File: config.mk
export PLATFORM = sky130hd
export DESIGN_NAME = sort_core_arbiter
export DESIGN_NICKNAME = d
export VERILOG_FILES = /design/src/rtl/sort_core_arbiter.sv
export SDC_FILE = /design/constraint.sdc
export NUM_CORES = 1
export LEC_CHECK = 0
export ABC_AREA = 1
export CAP_MARGIN = 20
export CORE_ASPECT_RATIO = 0.6
export CORE_UTILIZATION = 46
export CTS_CLUSTER_SIZE = 16
export DETAILED_ROUTE_END_ITERATION = 10
export PLACE_DENSITY = 0.84
export SLEW_MARGIN = 5
export SYNTH_ARGS = -nofsm -noshare
export SYNTH_HDL_FRONTEND = slang
export SYNTH_SLANG_ARGS = --single-unit
File: constraint.sdc
create_clock -name ap_clk -period 5 [get_ports ap_clk]
set_input_delay 1.25 -clock ap_clk [delete_from_list [all_inputs] [get_ports ap_clk]]
set_output_delay 1.25 -clock ap_clk [all_outputs]
set_load 0.03 [all_outputs]
File: src/rtl/sort_core_arbiter.sv
// sort_core_arbiter: shares one ap_ctrl_hs insertionSort core between two
// requesters. Round-robin grant, one call in flight, watchdog abort, and a
// count of completed calls.
module sort_core_arbiter #(
  parameter int DATA_W  = 16,
  parameter int POS_W   = 8,
  parameter int TIMEOUT = 1023
) (
  input  logic              ap_clk,
  input  logic              ap_rst_n,
  // requester 0
  input  logic              req0_valid,
  output logic              req0_ready,
  input  logic [DATA_W-1:0] req0_data,
  input  logic [POS_W-1:0]  req0_pos,
  // requester 1
  input  logic              req1_valid,
  output logic              req1_ready,
  input  logic [DATA_W-1:0] req1_data,
  input  logic [POS_W-1:0]  req1_pos,
  // responses
  output logic              rsp0_valid,
  input  logic              rsp0_ready,
  output logic              rsp1_valid,
  input  logic              rsp1_ready,
  output logic [DATA_W-1:0] rsp_data,
  output logic              rsp_err,
  // core side
  output logic              core_start,
  input  logic              core_ready,
  input  logic              core_done,
  input  logic              core_idle,
  output logic [DATA_W-1:0] core_din,
  output logic [POS_W-1:0]  core_pos,
  input  logic [DATA_W-1:0] core_return,
  // status
  output logic              busy,
  output logic              timeout_flag,
  output logic [15:0]       call_count
);

  typedef enum logic [1:0] {IDLE, START, WAIT, RESP} state_t;

  state_t              state_q, state_d;
  logic                last_grant_q, last_grant_d;
  logic                core_start_q, core_start_d;
  logic [DATA_W-1:0]   din_q, din_d;
  logic [POS_W-1:0]    pos_q, pos_d;
  logic [15:0]         wd_q, wd_d;
  logic [DATA_W-1:0]   rdata_q, rdata_d;
  logic                rerr_q, rerr_d;
  logic                tflag_q, tflag_d;
  logic [15:0]         cnt_q, cnt_d;
  logic [1:0]          rst_sync_q;
  logic                rst_n_int;

  logic                win;
  logic                accept;
  logic                wd_hit;
  logic                rsp_hs;

  // Reset asserts asynchronously and releases two clocks after ap_rst_n rises.
  always_ff @(posedge ap_clk or negedge ap_rst_n) begin
    if (!ap_rst_n) rst_sync_q <= 2'b00;
    else           rst_sync_q <= {rst_sync_q[0], 1'b1};
  end
  assign rst_n_int = rst_sync_q[1];

  // Round-robin grant: a lone requester wins; on a tie the one not served last wins.
  always_comb begin
    win    = (req0_valid && req1_valid) ? ~last_grant_q : req1_valid;
    accept = (state_q == IDLE) && core_idle && (req0_valid || req1_valid) && rst_n_int;
  end

  assign req0_ready   = accept && !win;
  assign req1_ready   = accept &&  win;
  assign rsp0_valid   = (state_q == RESP) && !last_grant_q;
  assign rsp1_valid   = (state_q == RESP) &&  last_grant_q;
  assign rsp_data     = rdata_q;
  assign rsp_err      = rerr_q;
  assign core_start   = core_start_q;
  assign core_din     = din_q;
  assign core_pos     = pos_q;
  assign busy         = (state_q != IDLE);
  assign timeout_flag = tflag_q;
  assign call_count   = cnt_q;

  assign wd_hit = (wd_q == 16'(TIMEOUT));
  assign rsp_hs = last_grant_q ? rsp1_ready : rsp0_ready;

  // Call sequencing: accept, start handshake, wait for done or watchdog, return.
  always_comb begin
    state_d      = state_q;
    last_grant_d = last_grant_q;
    core_start_d = core_start_q;
    din_d        = din_q;
    pos_d        = pos_q;
    wd_d         = wd_q;
    rdata_d      = rdata_q;
    rerr_d       = rerr_q;
    tflag_d      = tflag_q;
    cnt_d        = cnt_q;
    unique case (state_q)
      IDLE: begin
        if (accept) begin
          din_d        = win ? req1_data : req0_data;
          pos_d        = win ? req1_pos  : req0_pos;
          last_grant_d = win;
          wd_d         = '0;
          core_start_d = 1'b1;
          state_d      = START;
        end
      end
      START, WAIT: begin
        // done has priority over the watchdog; in START, ap_done implies ap_ready
        if (core_done) begin
          rdata_d      = core_return;
          rerr_d       = 1'b0;
          cnt_d        = cnt_q + 16'd1;
          core_start_d = 1'b0;
          state_d      = RESP;
        end else if (wd_hit) begin
          rdata_d      = '0;
          rerr_d       = 1'b1;
          tflag_d      = 1'b1;
          core_start_d = 1'b0;
          state_d      = RESP;
        end else begin
          wd_d = wd_q + 16'd1;
          if (state_q == START && core_ready) begin
            core_start_d = 1'b0;
            state_d      = WAIT;
          end
        end
      end
      RESP: begin
        if (rsp_hs) state_d = IDLE;
      end
      default: state_d = IDLE;
    endcase
  end

  // State and datapath registers.
  always_ff @(posedge ap_clk or negedge rst_n_int) begin
    if (!rst_n_int) begin
      state_q      <= IDLE;
      last_grant_q <= 1'b1;
      core_start_q <= 1'b0;
      din_q        <= '0;
      pos_q        <= '0;
      wd_q         <= '0;
      rdata_q      <= '0;
      rerr_q       <= 1'b0;
      tflag_q      <= 1'b0;
      cnt_q        <= '0;
    end else begin
      state_q      <= state_d;
      last_grant_q <= last_grant_d;
      core_start_q <= core_start_d;
      din_q        <= din_d;
      pos_q        <= pos_d;
      wd_q         <= wd_d;
      rdata_q      <= rdata_d;
      rerr_q       <= rerr_d;
      tflag_q      <= tflag_d;
      cnt_q        <= cnt_d;
    end
  end

endmodule

==> impl_metrics.xml, run 1 <==
<?xml version="1.0" encoding="UTF-8"?>
<metrics>
  <group name="synthesis">
    <metric name="synth_top_cells_by_area" unit="">sky130_fd_sc_hd__dfrtp_1 (49%), sky130_fd_sc_hd__nand2_1 (18%), sky130_fd_sc_hd__nand3_1 (6.5%)</metric>
    <metric name="synthFlopType" unit="">sky130_fd_sc_hd__dfrtp_1</metric>
    <metric name="mappedNetlistArea" unit="sq um">4010</metric>
    <metric name="post_synth_inst_count" unit="">499</metric>
    <metric name="yosys.cell_count.top_type" unit="">sky130_fd_sc_hd__nand2_1</metric>
    <metric name="netlist.top_cell.by_area" unit="">sky130_fd_sc_hd__dfrtp_1</metric>
    <metric name="synth.net_count" unit="">578</metric>
    <metric name="postSynth.asyncResetShare" unit="">1.000</metric>
    <metric name="synth-warning-count" unit="">0</metric>
    <metric name="count_of_state_elements_after_synthesis" unit="">80</metric>
    <metric name="postSynthAreaPerCell" unit="sq um">8.036</metric>
    <metric name="post_synth_edffs" unit="">0</metric>
    <metric name="netlist_top_cells_count" unit="">sky130_fd_sc_hd__nand2_1 (194), sky130_fd_sc_hd__dfrtp_1 (79), sky130_fd_sc_hd__nand3_1 (52)</metric>
    <metric name="distinct_cells_synth" unit="">36</metric>
    <metric name="synth-seq-area-share" unit="">0.4995</metric>
    <metric name="synth.top_cell.area_share" unit="">0.4930</metric>
  </group>
  <group name="setup_path">
    <metric name="cp_data_required_time" unit="ps">3750</metric>
    <metric name="critical_path.top_delay_family" unit="">buffers and inverters</metric>
    <metric name="critical_path_arrival" unit="ps">2850</metric>
    <metric name="setup.worst_path.end_class" unit="">output port</metric>
    <metric name="setup.worst_path.start_class" unit="">input port</metric>
    <metric name="timing.critical_path.fanout_max" unit="">4</metric>
    <metric name="path_buf_inv" unit="">3</metric>
    <metric name="critical_path.most_common_cell" unit="">sky130_fd_sc_hd__clkdlybuf4s50_1</metric>
    <metric name="ordered_list_of_cells_on_the_worst_path" unit="">clkdlybuf4s50_1 &gt; nor2_1 &gt; nor2_2 &gt; nand2_1 &gt; inv_2 &gt; clkdlybuf4s50_1</metric>
    <metric name="cp_slowest_cell" unit="">sky130_fd_sc_hd__clkdlybuf4s50_1</metric>
    <metric name="timing.reg2reg.setup_slack" unit="ps">2310</metric>
    <metric name="timing.critical_path.slowest_cell_delay" unit="ps">680</metric>
    <metric name="worst-setup-path-type" unit="">in2out</metric>
  </group>
  <group name="timing">
    <metric name="final_period_minus_worst_setup_slack" unit="ps">4097</metric>
    <metric name="hold_viol_final" unit="">0</metric>
    <metric name="final.period_utilization" unit="">0.8195</metric>
    <metric name="unrepaired_setup_endpoints_after_global_routing" unit="">false</metric>
    <metric name="max_freq" unit="GHz">0.2441</metric>
    <metric name="slew_headroom" unit="">0.5096</metric>
    <metric name="worst_slew_pin_slew" unit="ps">734.8</metric>
    <metric name="fin_setup_tns" unit="ps">0</metric>
    <metric name="final.setup_skew" unit="ps">4.480</metric>
    <metric name="setup_viol_count_final" unit="">0</metric>
    <metric name="slew_viol_final" unit="">0</metric>
  </group>
  <group name="power_and_ir_drop">
    <metric name="power.combinational.fraction" unit="">0.482</metric>
    <metric name="share_seq_of_total_power" unit="">0.314</metric>
    <metric name="sw_frac_of_total" unit="">0.4236</metric>
    <metric name="power_report.internal_total" unit="mW">1.852</metric>
    <metric name="clock_power_share" unit="">0.204</metric>
    <metric name="total_switching_power" unit="mW">1.361</metric>
    <metric name="vdd.ir_drop.worst" unit="uV">365.7</metric>
    <metric name="static-leakage-power" unit="nW">2.710</metric>
    <metric name="power_density" unit="nW/um^2">561.3</metric>
  </group>
  <group name="worst_hold_path">
    <metric name="worst_hold_path_type" unit="">reg2async</metric>
  </group>
  <group name="final_layout">
    <metric name="fin_nets" unit="">712</metric>
    <metric name="area_delta_synth_final" unit="%">42.78</metric>
    <metric name="layout-drive-gt1-share" unit="">0.07680</metric>
    <metric name="diodes" unit="">0</metric>
    <metric name="final_cell_area" unit="sq um">5725</metric>
  </group>
  <group name="clock_network">
    <metric name="cts.root.buffer_cell" unit="">sky130_fd_sc_hd__clkbuf_16</metric>
    <metric name="tritoncts" unit="">yes</metric>
    <metric name="cts_bufs_inserted" unit="">9</metric>
    <metric name="cts_buffer_depth" unit="">2</metric>
    <metric name="cts.clk_slew.worst_paths" unit="ps">60</metric>
    <metric name="cts_resized" unit="">0</metric>
    <metric name="cts_hold_repair.buffers" unit="">0</metric>
    <metric name="cts.sink_count" unit="">80</metric>
    <metric name="postCtsSetupRepairBufs" unit="">0</metric>
    <metric name="clock_tree.htree_level_count" unit="">3</metric>
    <metric name="clock_insertion_delay_worst_skew" unit="ps">340</metric>
  </group>
  <group name="global_route">
    <metric name="globalRouteTotalUtil" unit="">0.2421</metric>
    <metric name="gr-total-overflow" unit="">0</metric>
    <metric name="grt_max_degree" unit="">50</metric>
    <metric name="first_pass_grt_wire_length" unit="um">16550</metric>
    <metric name="antenna_found_initial" unit="">0</metric>
    <metric name="first_global_vias" unit="">3547</metric>
  </group>
  <group name="placed_design">
    <metric name="place.port_buffers" unit="">136</metric>
    <metric name="placed_cell_area" unit="sq um">5426</metric>
    <metric name="place_congestion" unit="">0.8600</metric>
    <metric name="post_dp_hpwl" unit="um">7765</metric>
  </group>
  <group name="detailed_routing">
    <metric name="route.final.wire_length" unit="um">10590</metric>
    <metric name="drt_first_pass_iters" unit="">4</metric>
    <metric name="wire_per_inst" unit="um">14.20</metric>
    <metric name="antenna_left" unit="">0</metric>
    <metric name="drtIter0Drc" unit="">215</metric>
    <metric name="vias_post_dr" unit="">3689</metric>
    <metric name="viasPerCell" unit="">4.945</metric>
    <metric name="detail_route.drc_violations" unit="">0</metric>
  </group>
  <group name="floorplanning">
    <metric name="die_w" unit="um">122.5</metric>
    <metric name="die-area" unit="sq um">9107</metric>
    <metric name="rows" unit="">25</metric>
    <metric name="initial_utilization" unit="">0.4912</metric>
    <metric name="chipHeight" unit="um">74.32</metric>
    <metric name="core-area" unit="sq um">8164</metric>
    <metric name="io_pins" unit="">137</metric>
  </group>
  <group name="run_status">
    <metric name="run_status" unit="">finished, final reports clean</metric>
  </group>
  <group name="run">
    <metric name="drv.max_cap_violation_count" unit="">0</metric>
  </group>
</metrics>
[cells by family (layout without fill, tap and decap cells)]
family	Yosys count	count (layout)	share of synthesized area
buffers and inverters	60	199	0.06895
xor gates and xnor gates	12	12	0.02621
adders and majority gates	6	6	0.01872
DFF	80	80	0.4995
and+or+nand+nor	304	304	0.3320
AOI/OAI and AO/OA	36	36	0.05367
other	1	1	0.0009351
[cell type report]
type | instances | area (sq um)
Multi-Input combinational cell | 359 | 1730
Inverter | 43 | 162.7
Timing Repair Buffer | 140 | 1391
Tap cell | 108 | 135.1
Clock inverter | 5 | 56.30
Clock buffer | 11 | 242.7
Sequential cell | 80 | 2007
Fill cell | 646 | 2439
[routing by layer]
metal	global-route usage	up-vias	share of wire
li1	-	1838	-
met1	0.2916	1724	0.44
met2	0.4145	116	0.48
met3	0.08129	11	0.075
met4	0.07859	0	0.0075
met5	0	-	0
[power by group through the flow]
stage,combinational [mW],sequential [mW],clock (mW)
5_1_grt,1.68,1.04,0.697
2_1_floorplan,0.625,1.36,0
3_5_place_dp,1.55,1.02,0
3_3_place_gp,1.51,1.00,0
6_report,1.55,1.01,0.655
4_1_cts,1.56,1.01,0.667
[layout by cell type (no fill, tap or decap), drive strengths merged, types with 2 or more instances in the layout]
master	synthesis	routed
inv	42	42
o21bai	2	2
xor2	11	11
nand4	3	3
buf	14	4
ha	6	6
o21ai	23	23
nor3	3	3
clkbuf	3	11
nand3	62	62
nor2	35	35
a21oi	9	9
clkinv	1	4
clkdlybuf4s50	0	136
dfrtp	79	79
nand3b	3	3
nand2	197	197
[through the flow]
| step | worst slack, ps | utilization | power, mW | cells | hold slack [ps] |
|---|---|---|---|---|---|
| after detailed placement | 901.1 | 0.6647 | 2.569 | 730 | 276.7 |
| after floorplan | 850.6 | - | 1.983 | 499 | 331.2 |
| after global routing | 825.3 | 0.7013 | 3.413 | 746 | 306.3 |
| after global placement | 931.5 | 0.6647 | 2.513 | 730 | 274.7 |
| after CTS | 888.7 | 0.7013 | 3.239 | 746 | 281.7 |
| final | 902.6 | 0.7013 | 3.214 | 746 | 266.2 |
[flip-flops by register name, indices dropped and copies added, names as in the netlist]
signal        cells
state_q           2
core_pos          8
wd_q             16
rsp_data         16
last_grant_q      1
core_din         16
timeout_flag      1
call_count       16
rst_sync_q        2
core_start        1
rsp_err           1
[path summary, 6_finish.rpt]
check                                         from                       end  cells after the start
min reg2reg                rst_sync_q[1]$_DFF_PN0_  rsp_data[15]$_DFFE_PN0P_                      0
max in group asynchronous  rst_sync_q[1]$_DFF_PN0_   core_pos[4]$_DFFE_PN0P_                      1
max reg2reg                 state_q[1]$_DFFE_PN0P_       wd_q[5]$_DFFE_PN0P_                      7
min in group ap_clk        rst_sync_q[0]$_DFF_PN0_   rst_sync_q[1]$_DFF_PN0_                      0
min                        rst_sync_q[1]$_DFF_PN0_  rsp_data[15]$_DFFE_PN0P_                      0
max                                     req1_valid                req1_ready                      6
No activity file was read; power rests on OpenSTA's default activity.
==> inputs of run 2 (changes only) <==
Clock period 5 ns to 4.3 ns, I/O delays scaled along.
==> run 2 against run 1 <==
Routed wire length fell by 0.55%. Critical path type unchanged. Register-to-register slack got worse by 720 ps. Largest cell class unchanged. Sequential power rose by 17%. Sequential share of layout area rose by 0.077 points. Die area did not move. Clock skew rose by 2.5 ps. Highest routed layer unchanged. Clock-buffer cell count rose by 3. Sequential cell count did not move.
==> impl_metrics.xml, run 2 (same netlist as run 1, synthesis figures left out) <==
<?xml version="1.0" encoding="UTF-8"?>
<metrics>
  <group name="final_layout">
    <metric name="diodes" unit="">0</metric>
    <metric name="area_delta_synth_final" unit="%">42.46</metric>
    <metric name="layout-drive-gt1-share" unit="">0.07524</metric>
    <metric name="leading_cell_type_in_the_layout_fill_and_taps_excluded" unit="">sky130_fd_sc_hd__nand2_1</metric>
    <metric name="final_cell_mix" unit="">sky130_fd_sc_hd__nand2_1 (194), sky130_fd_sc_hd__clkdlybuf4s50_1 (136), sky130_fd_sc_hd__dfrtp_1 (78)</metric>
    <metric name="fin_nets" unit="">712</metric>
    <metric name="finish.cell_count_without_fillers" unit="">746</metric>
  </group>
  <group name="power_and_ir_drop">
    <metric name="power_density" unit="nW/um^2">648.7</metric>
    <metric name="static-leakage-power" unit="nW">2.703</metric>
    <metric name="vdd.ir_drop.worst" unit="uV">391.1</metric>
  </group>
  <group name="setup_path">
    <metric name="worst-setup-path-type" unit="">in2out</metric>
    <metric name="cp_data_required_time" unit="ps">3220</metric>
    <metric name="critical_path_arrival" unit="ps">2670</metric>
    <metric name="setup.worst_path.end_class" unit="">output port</metric>
    <metric name="timing.critical_path.fanout_max" unit="">4</metric>
    <metric name="setup.worst_path.start_class" unit="">input port</metric>
  </group>
  <group name="floorplanning">
    <metric name="io_pins" unit="">137</metric>
    <metric name="initial_utilization" unit="">0.4912</metric>
    <metric name="rows" unit="">25</metric>
    <metric name="chipHeight" unit="um">74.32</metric>
    <metric name="core-area" unit="sq um">8164</metric>
    <metric name="die_w" unit="um">122.5</metric>
    <metric name="die-area" unit="sq um">9107</metric>
  </group>
  <group name="detailed_routing">
    <metric name="detail_route.drc_violations" unit="">0</metric>
    <metric name="viasPerCell" unit="">4.961</metric>
    <metric name="drt_first_pass_iters" unit="">4</metric>
    <metric name="wire_per_inst" unit="um">14.12</metric>
    <metric name="antenna_left" unit="">0</metric>
    <metric name="vias_post_dr" unit="">3701</metric>
    <metric name="drtIter0Drc" unit="">208</metric>
    <metric name="route.final.wire_length" unit="um">10540</metric>
  </group>
  <group name="clock_network">
    <metric name="cts_resized" unit="">0</metric>
    <metric name="cts.sink_count" unit="">80</metric>
    <metric name="cts_bufs_inserted" unit="">9</metric>
    <metric name="tritoncts" unit="">yes</metric>
    <metric name="clock_insertion_delay_worst_skew" unit="ps">350</metric>
    <metric name="cts_buffer_depth" unit="">2</metric>
    <metric name="cts.clk_slew.worst_paths" unit="ps">60</metric>
    <metric name="cts_hold_repair.buffers" unit="">0</metric>
    <metric name="clock_tree.htree_level_count" unit="">3</metric>
    <metric name="postCtsSetupRepairBufs" unit="">0</metric>
    <metric name="cts.root.buffer_cell" unit="">sky130_fd_sc_hd__clkbuf_16</metric>
  </group>
  <group name="timing">
    <metric name="slew_headroom" unit="">0.4978</metric>
    <metric name="worst_slew_pin_slew" unit="ps">752.5</metric>
    <metric name="hold_viol_final" unit="">0</metric>
    <metric name="unrepaired_setup_endpoints_after_global_routing" unit="">false</metric>
    <metric name="final.period_utilization" unit="">0.8703</metric>
    <metric name="final.setup_skew" unit="ps">6.989</metric>
    <metric name="max_freq" unit="GHz">0.2672</metric>
    <metric name="final_period_minus_worst_setup_slack" unit="ps">3742</metric>
    <metric name="slew_viol_final" unit="">0</metric>
    <metric name="setup_viol_count_final" unit="">0</metric>
    <metric name="fin_setup_tns" unit="ps">0</metric>
  </group>
  <group name="global_route">
    <metric name="first_global_vias" unit="">3578</metric>
    <metric name="globalRouteTotalUtil" unit="">0.2443</metric>
    <metric name="first_pass_grt_wire_length" unit="um">16700</metric>
    <metric name="grt_max_degree" unit="">47</metric>
    <metric name="antenna_found_initial" unit="">0</metric>
    <metric name="gr-total-overflow" unit="">0</metric>
  </group>
  <group name="placed_design">
    <metric name="place.detailed.instances" unit="">730</metric>
    <metric name="place.port_buffers" unit="">136</metric>
    <metric name="place_congestion" unit="">0.8485</metric>
    <metric name="post_dp_hpwl" unit="um">7570</metric>
  </group>
  <group name="worst_hold_path">
    <metric name="worst_hold_path_type" unit="">reg2async</metric>
  </group>
  <group name="run_status">
    <metric name="run_status" unit="">finished, final reports clean</metric>
  </group>
  <group name="run">
    <metric name="drv.max_cap_violation_count" unit="">0</metric>
  </group>
</metrics>
-- run 2: cell types whose count changed in the layout (fill, tap and decap cells not counted) --
cell / before / now
sky130_fd_sc_hd__bufinv_16: 1 / 0
sky130_fd_sc_hd__clkbuf_1: 1 / 2
sky130_fd_sc_hd__clkbuf_8: 1 / 3
sky130_fd_sc_hd__clkinv_2: 3 / 2
sky130_fd_sc_hd__clkinv_4: 1 / 0
-- run 2: path summary, 6_finish.rpt --
check | startpoint | end | slack (ps) | cells after the start
setup / recovery | core_idle | req1_ready | 560 | 6
min in group ap_clk | rst_sync_q[0]$_DFF_PN0_ | rst_sync_q[1]$_DFF_PN0_ | 350 | 0
setup reg to reg | state_q[1]$_DFFE_PN0P_ | wd_q[6]$_DFFE_PN0P_ | 1590 | 7
max in group asynchronous | rst_sync_q[1]$_DFF_PN0_ | wd_q[8]$_DFFE_PN0P_ | 3060 | 1
hold reg to reg | rst_sync_q[1]$_DFF_PN0_ | call_count[1]$_DFFE_PN0P_ | 280 | 0
hold / removal | rst_sync_q[1]$_DFF_PN0_ | call_count[1]$_DFFE_PN0P_ | 280 | 0
-- run 2: final cells by class --
cell class                 instances  area (sq um)
multi-input combinational        359          1730
sequential                        80          2007
clock inverter                     2         12.51
timing repair buffer             140          1391
fill                             637          2451
clock buffer                      14         274.0
inverter                          43         162.7
tap                              108         135.1
-- run 2: worst max-delay path, stage by stage --
cell and delay (ps):
sky130_fd_sc_hd__clkdlybuf4s50_1 460, sky130_fd_sc_hd__nand3_1 80, sky130_fd_sc_hd__nor2_2 180, sky130_fd_sc_hd__nand2_1 100
sky130_fd_sc_hd__inv_2 70, sky130_fd_sc_hd__clkdlybuf4s50_1 690
-- run 2: routing by layer --
metal / global-route usage / wire [um]
met5: 0 / 0
met4: 0.08537 / 143
met3: 0.09663 / 859
met2: 0.3995 / 4807
met1: 0.2975 / 4726
-- run 2: per-stage QoR --
stage | hold slack (ps) | instance area [sq um] | util | setup slack, ps | power (mW)
finish | 284.9 | 5713 | 0.6998 | 557.5 | 3.706
global route | 330.4 | 5713 | 0.6998 | 469.5 | 3.936
CTS | 309.5 | 5713 | 0.6998 | 547.0 | 3.736
detailed placement | 300.0 | 5426 | 0.6647 | 558.5 | 2.987
global placement | 296.8 | 5426 | 0.6647 | 547.6 | 2.923
floorplan | 331.2 | 4010 | - | 325.6 | 2.306
-- run 2: where the power goes --
part | switching (mW) | internal (mW)
Clock | 0.295 | 0.438
Sequential | 0.178 | 0.997
Combinational | 1.11 | 0.692
Total | 1.58 | 2.13
